### config.mk
export PLATFORM = sky130hd
export DESIGN_NAME = mul32_seq
export DESIGN_NICKNAME = d
export VERILOG_FILES = /design/src/rtl/mul_pkg.sv /design/src/rtl/mul_step.sv /design/src/rtl/mul32_seq.sv
export SDC_FILE = /design/constraint.sdc
export NUM_CORES = 1
export LEC_CHECK = 0
export BUFFER_PORTS_ARGS = -buffer_cell sky130_fd_sc_hd__clkbuf_2
export CAP_MARGIN = 5
export CORE_MARGIN = 5
export CORE_UTILIZATION = 30
export DETAILED_ROUTE_END_ITERATION = 10
export GPL_TIMING_DRIVEN = 0
export PLACE_DENSITY = 0.51
export SLEW_MARGIN = 20
export SYNTH_ARGS = -nofsm -noshare
export SYNTH_HDL_FRONTEND = slang
export SYNTH_HIERARCHICAL = 1
export SYNTH_SLANG_ARGS = --single-unit
export TNS_END_PERCENT = 30
### constraint.sdc
create_clock -name clk -period 7.9 [get_ports clk]
set_clock_uncertainty 0.15 [all_clocks]
set_input_delay 1.58 -clock clk [delete_from_list [all_inputs] [get_ports clk]]
set_output_delay 1.58 -clock clk [all_outputs]
set_load 0.1 [all_outputs]
### src/rtl/mul_pkg.sv
// Shared types and elaboration helpers for the sequential shift-and-add multiplier.
package mul_pkg;

    typedef enum logic [1:0] {
        IDLE = 2'd0,
        RUN  = 2'd1,
        DONE = 2'd2
    } mul_state_t;

    // Width of the step counter that holds WIDTH/STEP down to zero.
    function automatic int cnt_width(input int width, input int step);
        return $clog2(width / step + 1);
    endfunction

    function automatic bit step_legal(input int width, input int step);
        return ((step == 1) || (step == 2) || (step == 4)) && ((width % step) == 0);
    endfunction

endpackage

### src/rtl/mul_step.sv
// One shift-add sub-step: conditionally add mcand into the upper half, then shift right by one.
module mul_step
    import mul_pkg::*;
#(
    parameter int WIDTH = 32
) (
    input  logic [2*WIDTH-1:0] acc_i,
    input  logic [WIDTH-1:0]   mcand_i,
    output logic [2*WIDTH-1:0] acc_o
);

    logic [WIDTH:0] sum_s;

    // Carry out of the add lands in the top bit, so nothing is lost on the shift.
    always_comb begin
        if (acc_i[0]) begin
            sum_s = {1'b0, acc_i[2*WIDTH-1:WIDTH]} + {1'b0, mcand_i};
        end else begin
            sum_s = {1'b0, acc_i[2*WIDTH-1:WIDTH]};
        end
    end

    assign acc_o = {sum_s, acc_i[WIDTH-1:1]};

endmodule

### src/rtl/mul32_seq.sv
// Iterative WIDTH x WIDTH unsigned multiplier retiring STEP bits per clock with valid/ready on both sides.
// Optional two's-complement operands when MUL32_SEQ_SIGNED_EN is defined (adds port is_signed).
module mul32_seq
    import mul_pkg::*;
#(
    parameter int WIDTH = 32,
    parameter int STEP  = 1
) (
    input  logic               clk,
    input  logic               rst,
`ifdef MUL32_SEQ_SIGNED_EN
    input  logic               is_signed,
`endif
    input  logic               in_valid,
    output logic               in_ready,
    input  logic [WIDTH-1:0]   x,
    input  logic [WIDTH-1:0]   y,
    output logic               out_valid,
    input  logic               out_ready,
    output logic [2*WIDTH-1:0] p,
    output logic               busy
);

    localparam int CW = cnt_width(WIDTH, STEP);
    localparam logic [CW-1:0] CNT_INIT = CW'(WIDTH / STEP);
    localparam logic [CW-1:0] CNT_ONE  = CW'(1);

    if (!step_legal(WIDTH, STEP)) begin : g_bad_step
        $error("mul32_seq: STEP must be 1, 2 or 4 and divide WIDTH");
    end

    mul_state_t         state_q, state_d;
    logic [2*WIDTH-1:0] acc_q, acc_d;
    logic [WIDTH-1:0]   mcand_q, mcand_d;
    logic [CW-1:0]      count_q, count_d;
    logic [2*WIDTH-1:0] p_q, p_d;
    logic               in_ready_q, out_valid_q, busy_q;
    logic [WIDTH-1:0]   xa_s, ya_s;
    logic [2*WIDTH-1:0] chain_s [0:STEP];
    logic [2*WIDTH-1:0] res_s;

    assign chain_s[0] = acc_q;

    for (genvar g = 0; g < STEP; g++) begin : g_step
        mul_step #(.WIDTH(WIDTH)) u_step (
            .acc_i  (chain_s[g]),
            .mcand_i(mcand_q),
            .acc_o  (chain_s[g+1])
        );
    end

`ifdef MUL32_SEQ_SIGNED_EN
    logic neg_q, neg_d;

    // Magnitudes go to the unsigned core; the sign is applied when DONE is loaded.
    always_comb begin
        xa_s  = (is_signed && x[WIDTH-1]) ? ({WIDTH{1'b0}} - x) : x;
        ya_s  = (is_signed && y[WIDTH-1]) ? ({WIDTH{1'b0}} - y) : y;
        res_s = neg_q ? ({(2*WIDTH){1'b0}} - chain_s[STEP]) : chain_s[STEP];
    end
`else
    assign xa_s  = x;
    assign ya_s  = y;
    assign res_s = chain_s[STEP];
`endif

    // Next-state and datapath control for IDLE/RUN/DONE.
    always_comb begin
        state_d = state_q;
        acc_d   = acc_q;
        mcand_d = mcand_q;
        count_d = count_q;
        p_d     = p_q;
`ifdef MUL32_SEQ_SIGNED_EN
        neg_d   = neg_q;
`endif
        case (state_q)
            IDLE: begin
                if (in_valid) begin
                    mcand_d = xa_s;
                    acc_d   = {{WIDTH{1'b0}}, ya_s};
                    count_d = CNT_INIT;
                    state_d = RUN;
`ifdef MUL32_SEQ_SIGNED_EN
                    neg_d   = is_signed & (x[WIDTH-1] ^ y[WIDTH-1]);
`endif
                end else begin
                    state_d = IDLE;
                end
            end
            RUN: begin
                acc_d   = chain_s[STEP];
                count_d = count_q - CNT_ONE;
                if (count_q == CNT_ONE) begin
                    state_d = DONE;
                    p_d     = res_s;
                end else begin
                    state_d = RUN;
                end
            end
            DONE: begin
                if (out_ready) begin
                    state_d = IDLE;
                end else begin
                    state_d = DONE;
                end
            end
            default: begin
                state_d = IDLE;
            end
        endcase
    end

    // State, datapath and output registers; handshake outputs follow the next state.
    always_ff @(posedge clk or posedge rst) begin
        if (rst) begin
            state_q     <= IDLE;
            acc_q       <= {(2*WIDTH){1'b0}};
            mcand_q     <= {WIDTH{1'b0}};
            count_q     <= {CW{1'b0}};
            p_q         <= {(2*WIDTH){1'b0}};
            in_ready_q  <= 1'b1;
            out_valid_q <= 1'b0;
            busy_q      <= 1'b0;
`ifdef MUL32_SEQ_SIGNED_EN
            neg_q       <= 1'b0;
`endif
        end else begin
            state_q     <= state_d;
            acc_q       <= acc_d;
            mcand_q     <= mcand_d;
            count_q     <= count_d;
            p_q         <= p_d;
            in_ready_q  <= (state_d == IDLE);
            out_valid_q <= (state_d == DONE);
            busy_q      <= (state_d != IDLE);
`ifdef MUL32_SEQ_SIGNED_EN
            neg_q       <= neg_d;
`endif
        end
    end

    assign in_ready  = in_ready_q;
    assign out_valid = out_valid_q;
    assign busy      = busy_q;
    assign p         = p_q;

endmodule

Yosys cells after proc, flatten, opt, wreduce, memory -nomap -nowiden
Cells that the tools add are included.
Cells by class
  muxes and demuxes: 9
  equality and inequality tests: 5
  add/subtract/negate cells: 2
  reduce and logical (&&, ||, !) cells: 7
Operators by type and width (count)
  case mux 64 bit (2 select lines): 1
  two-way mux 64 bit: 1
  adder 32 x 32 -> 33 bit: 1
  two-way mux 33 bit: 1
  case mux 6 bit (2 select lines): 1
  equality test 6 x 1 -> 1 bit, second input constant: 1
  two-way mux 6 bit: 1
  case mux 2 bit (3 select lines): 1
  AND reduction 2 bit: 3
  subtractor 6 x 1 -> 6 bit, second input constant: 1
  equality test 2 bit, second input constant: 2
  logical NOT 2 bit: 2
  two-way mux 2 bit: 2
  nonzero test 2 bit: 2
  equality test 2 x 1 -> 1 bit, second input constant: 1
  != test 2 bit, second input constant: 1
  two-way mux 1 bit: 1
Storage, ports and cells
  flip-flop bits (word level): 171
  output and inout bits: 67
  input bits: 68
  logic and storage cells: 31

Depth between registers and ports, before layout
  depth after elaboration: 4
  mapped depth: 11
  gate-level depth less buffers: 11

Hierarchy
The synthesis kept the hierarchy.
By module, submodules not included
  mul32_seq: instances 1, cells an instance 570, area each 6966.7 um^2
  mul_step: instances 1, cells an instance 327, area each 2381.0 um^2

Least setup slack after synthesis
No wires, ideal clock.
  path kind: input-to-reg
  from: in in_valid
  to: reg mcand_q[10]
  buffers on the path: 3
  setup slack: 4953 ps
  data arrival time: 2680 ps
  library setup time: 117 ps
  stages on the path: 6
  cells stage by stage: clkbuf_1 -> or3b_2 -> buf_2 -> buf_2 -> nand2_1 -> nand2_1
On the way
  cells in the longest elaborated chain, start to end: 1
RTL lines
  from (decl): RTL line mul32_seq.sv:14  | input logic in_valid,
  AND reduction 2 bit (no line)
  to (signal assigned): RTL line mul32_seq.sv:119  | mcand_q <= {WIDTH{1'b0}};
  to (signal assigned): RTL line mul32_seq.sv:131  | mcand_q <= mcand_d;
  to (decl): RTL line mul32_seq.sv:34  | logic [WIDTH-1:0] mcand_q, mcand_d;
No other way between the ends.
A chain may end at the register's enable or synchronous reset.

Final worst setup path
  from: reg acc_q[32]
  to: reg p_q[57] (netlist: p[57])
On the way
  cells in the longest elaborated chain, start to end: 2
RTL lines
  from (decl): RTL line mul32_seq.sv:33  | logic [2*WIDTH-1:0] acc_q, acc_d;
  from (signal assigned): RTL line mul32_seq.sv:118  | acc_q <= {(2*WIDTH){1'b0}};
  adder 32 x 32 -> 33 bit: RTL line mul_step.sv:17  | sum_s = {1'b0, acc_i[2*WIDTH-1:WIDTH]} + {1'b0, mcand_i};
  two-way mux 33 bit: RTL line mul_step.sv:16  | if (acc_i[0]) begin
  named net res_s[57]: RTL line mul32_seq.sv:40  | logic [2*WIDTH-1:0] res_s;
  to (signal assigned): RTL line mul32_seq.sv:121  | p_q <= {(2*WIDTH){1'b0}};
  to (signal assigned): RTL line mul32_seq.sv:133  | p_q <= p_d;
  to (decl): RTL line mul32_seq.sv:36  | logic [2*WIDTH-1:0] p_q, p_d;
The timed path passes the listed nets, and every way through them passes these cells.

==> flow_summary.toml <==
[synthesis]
synth_edf_count = 0
ys_ff_latch = 171
synth-compound-area-share_pct = 14.8
synth.distinct_cells = 67
synthAdderAreaFrac_pct = 4.77
post_synth.cell_area_avg_um2 = 10.4
synthesis.nets = 1000
synth_top_area_share_pct = 45.5
synth_mux_area_share_pct = 12.3
async_flop_share_pct = 100
synth_xor_area_share_pct = 2.06
synthCells = 897
synth_top_family_by_area = "compound AO/OA/AOI/OAI gates"
ys_seq_area_share_pct = 45.8
synth_flop_cell = "dfrtp_1"
synth_simple_gate_area_share_pct = 14.4
synth_area_mm2 = 0.00935
synth_area_leader_cell = "dfrtp_1"
synth_area_leaders = "dfrtp_1, nand2_1, mux2_4, mux2_2, ha_1"
yosysWarnings = 6

[outcome]
status = "finished clean"

[min_path]
min_path_cells = 2
hold_path.class = "flip-flop to flip-flop"

[routing]
route.met3.wl_mm = 1.01
highest_layer = "met5"
wl_per_cell_um = 16.9
drt_pass1_iterations = 5
num_vias = 6996
drt_iter0_markers = 379
vias_per_cell = 4.80
met1Wirelength_mm = 12.2
route.met2.wl_mm = 11.0
drc = 0
routed_wirelength_mm = 24.6
final_antenna_net_count = 0

[placed_design]
io_buffers = 133
dp.cells = 1428
gp_congestion = 0.834
place_area_mm2 = 0.0106
dp_hpwl_mm = 18.2

[timing]
slew_headroom_pct = 48.7
grt_setup_unrepaired = "false"
hold_viol = 0
drv_slew = 0
fin_setup_tns_ns = 0
fmax_mhz = 297
timing.final.crit_share_pct = 42.6
setup_viol = 0
min_period_ns = 3.37
tightest_slew_ns = 0.769

[clocking]
clockRootBuffer = "clkbuf_16"
cts.htree.levels = 4
insertion_delay_ns = 0.44
clkSinkCount = 171
numCtsBuffers = 17
cts-hold-fix-buffers = 0
ctsResizeCount = 0
clkTransAtPathRegs_ns = 0.07
cts_buffer_depth = 2
cts_tree = "done"
post_cts_buffers = 0

[critical_path]
cp-end-kind = "flip-flop"
cp.required_ns = 8.07
arrival_ns = 3.54
cp_max_fo = 5
crit_path_start_kind = "flip-flop"
rr_worst_depth = 11
critPathKind = "flip-flop to flip-flop"

[final_layout]
layout_commonest_cell = "dfrtp_1"
final_nets = 1154
antenna_cells = 0
drive_above_1_share_pct = 29.8
syn_to_final_growth_pct = 19.1
regArea_mm2 = 0.00428
multi_input_area_mm2 = 0.00452
filler_cell_count = 3153
final_cell_mix = "dfrtp_1, nand2_1, clkbuf_2, a21oi_1, o21ai_0"
final_cell_area_mm2 = 0.0111
stdcell_count = 1459

[grt]
grt_pass1_vias = 7394
grt_max_degree = 71
grt.total_usage_pct = 14.3
grt_pass1_wl_mm = 40.6
gr-total-overflow = 0
antenna_found_initial = 1

[floorplanning]
ioPinCount = 135
die_w_um = 187
dieArea_mm2 = 0.0348
die_h_um = 187
num_rows = 64
initial_core_util_pct = 30.5
core_mm2 = 0.0307

[run]
maxCapViolCount = 0
-- routing by layer --
metal / vias to the layer above / GRT usage [%]
met3: 26 / 3.42
met2: 136 / 22.2
li1: 3458 / -
met1: 3374 / 20.3
met4: 2 / 3.45
met5: - / 0
-- synthesized netlist by cell type, drive strengths merged (4+ instances only) --
cell,number
a31oi,8
xnor2,14
o211ai,4
and3,4
o31ai,5
buf,46
o21bai,5
ha,34
clkbuf,35
inv,15
xor2,8
nor3,5
nor3b,4
a211oi,4
and3b,29
nor2,21
nand2b,4
dfrtp,170
nor2b,9
o21ai,53
a21oi,64
nand3,12
a21o,13
nand4,5
nand2,161
mux2,87
a22o,32
-- cell families (layout without fill, tap and decap cells) --
kind of cell	count (synthesis)	in the layout
buffers and inverters	97	263
AND/OR/NAND/NOR	271	271
multiplexers	90	90
flip-flops	171	171
AO/OA/AOI/OAI	211	211
adder cells (fa/ha/maj)	35	35
XOR/XNOR	22	22
-- metrics by stage --
| stage | util, % | setup slack, ns | hold WS [ns] |
|---|---|---|---|
| after floorplan | - | 1.54 | 0.300 |
| after global placement | 34.3 | -0.910 | 0.314 |
| final | 36.3 | 4.53 | 0.331 |
| after global routing | 36.3 | 4.35 | 0.367 |
| after detailed placement | 34.5 | 4.37 | 0.320 |
| after CTS | 36.3 | 4.56 | 0.338 |
-- cell type report --
type / count / share of cell area (%)
Sequential cell: 171 / 38.4
Multi-Input combinational cell: 629 / 40.6
Tap cell: 396 / 4.45
Buffer: 82 / 4.42
Clock buffer: 17 / 3.82
Clock inverter: 14 / 1.24
Inverter: 15 / 0.573
Timing Repair Buffer: 135 / 6.47
-- final timing paths --
| check | start | endpoint | slack [ns] |
|---|---|---|---|
| min in group asynchronous | rst | p[2] | 0.98 |
| worst min-delay path | acc_q[25] | acc_q[25] | 0.33 |
| worst min register to register | acc_q[25] | acc_q[25] | 0.33 |
| max in group asynchronous | rst | mcand_q[3] | 5.65 |
| worst max register to register | acc_q[32] | p[57] | 4.53 |
| worst max-delay path | acc_q[32] | p[57] | 4.53 |
-- flip-flops by register name, summed over array words and instances (netlist names) --
| signal | flops |
|---|---|
| count_q | 6 |
| acc_q | 64 |
| in_ready | 1 |
| mcand_q | 32 |
| out_valid | 1 |
| state_q | 2 |
| busy | 1 |
| p | 64 |
-- worst max-delay path, stage by stage (launching register included) --
cell and delay [ns]:
dfrtp_1 0.40, ha_1 0.23, fa_1 0.41, a21oi_1 0.23, o22ai_1 0.16, o31ai_2 0.39
o31a_4 0.23, a21oi_2 0.10, o2111ai_1 0.32, and4_4 0.26, o31ai_2 0.07, mux2_4 0.28
Power is not shown: default switching activity piles up to over one toggle a cycle in this logic, so the estimate is an artifact.
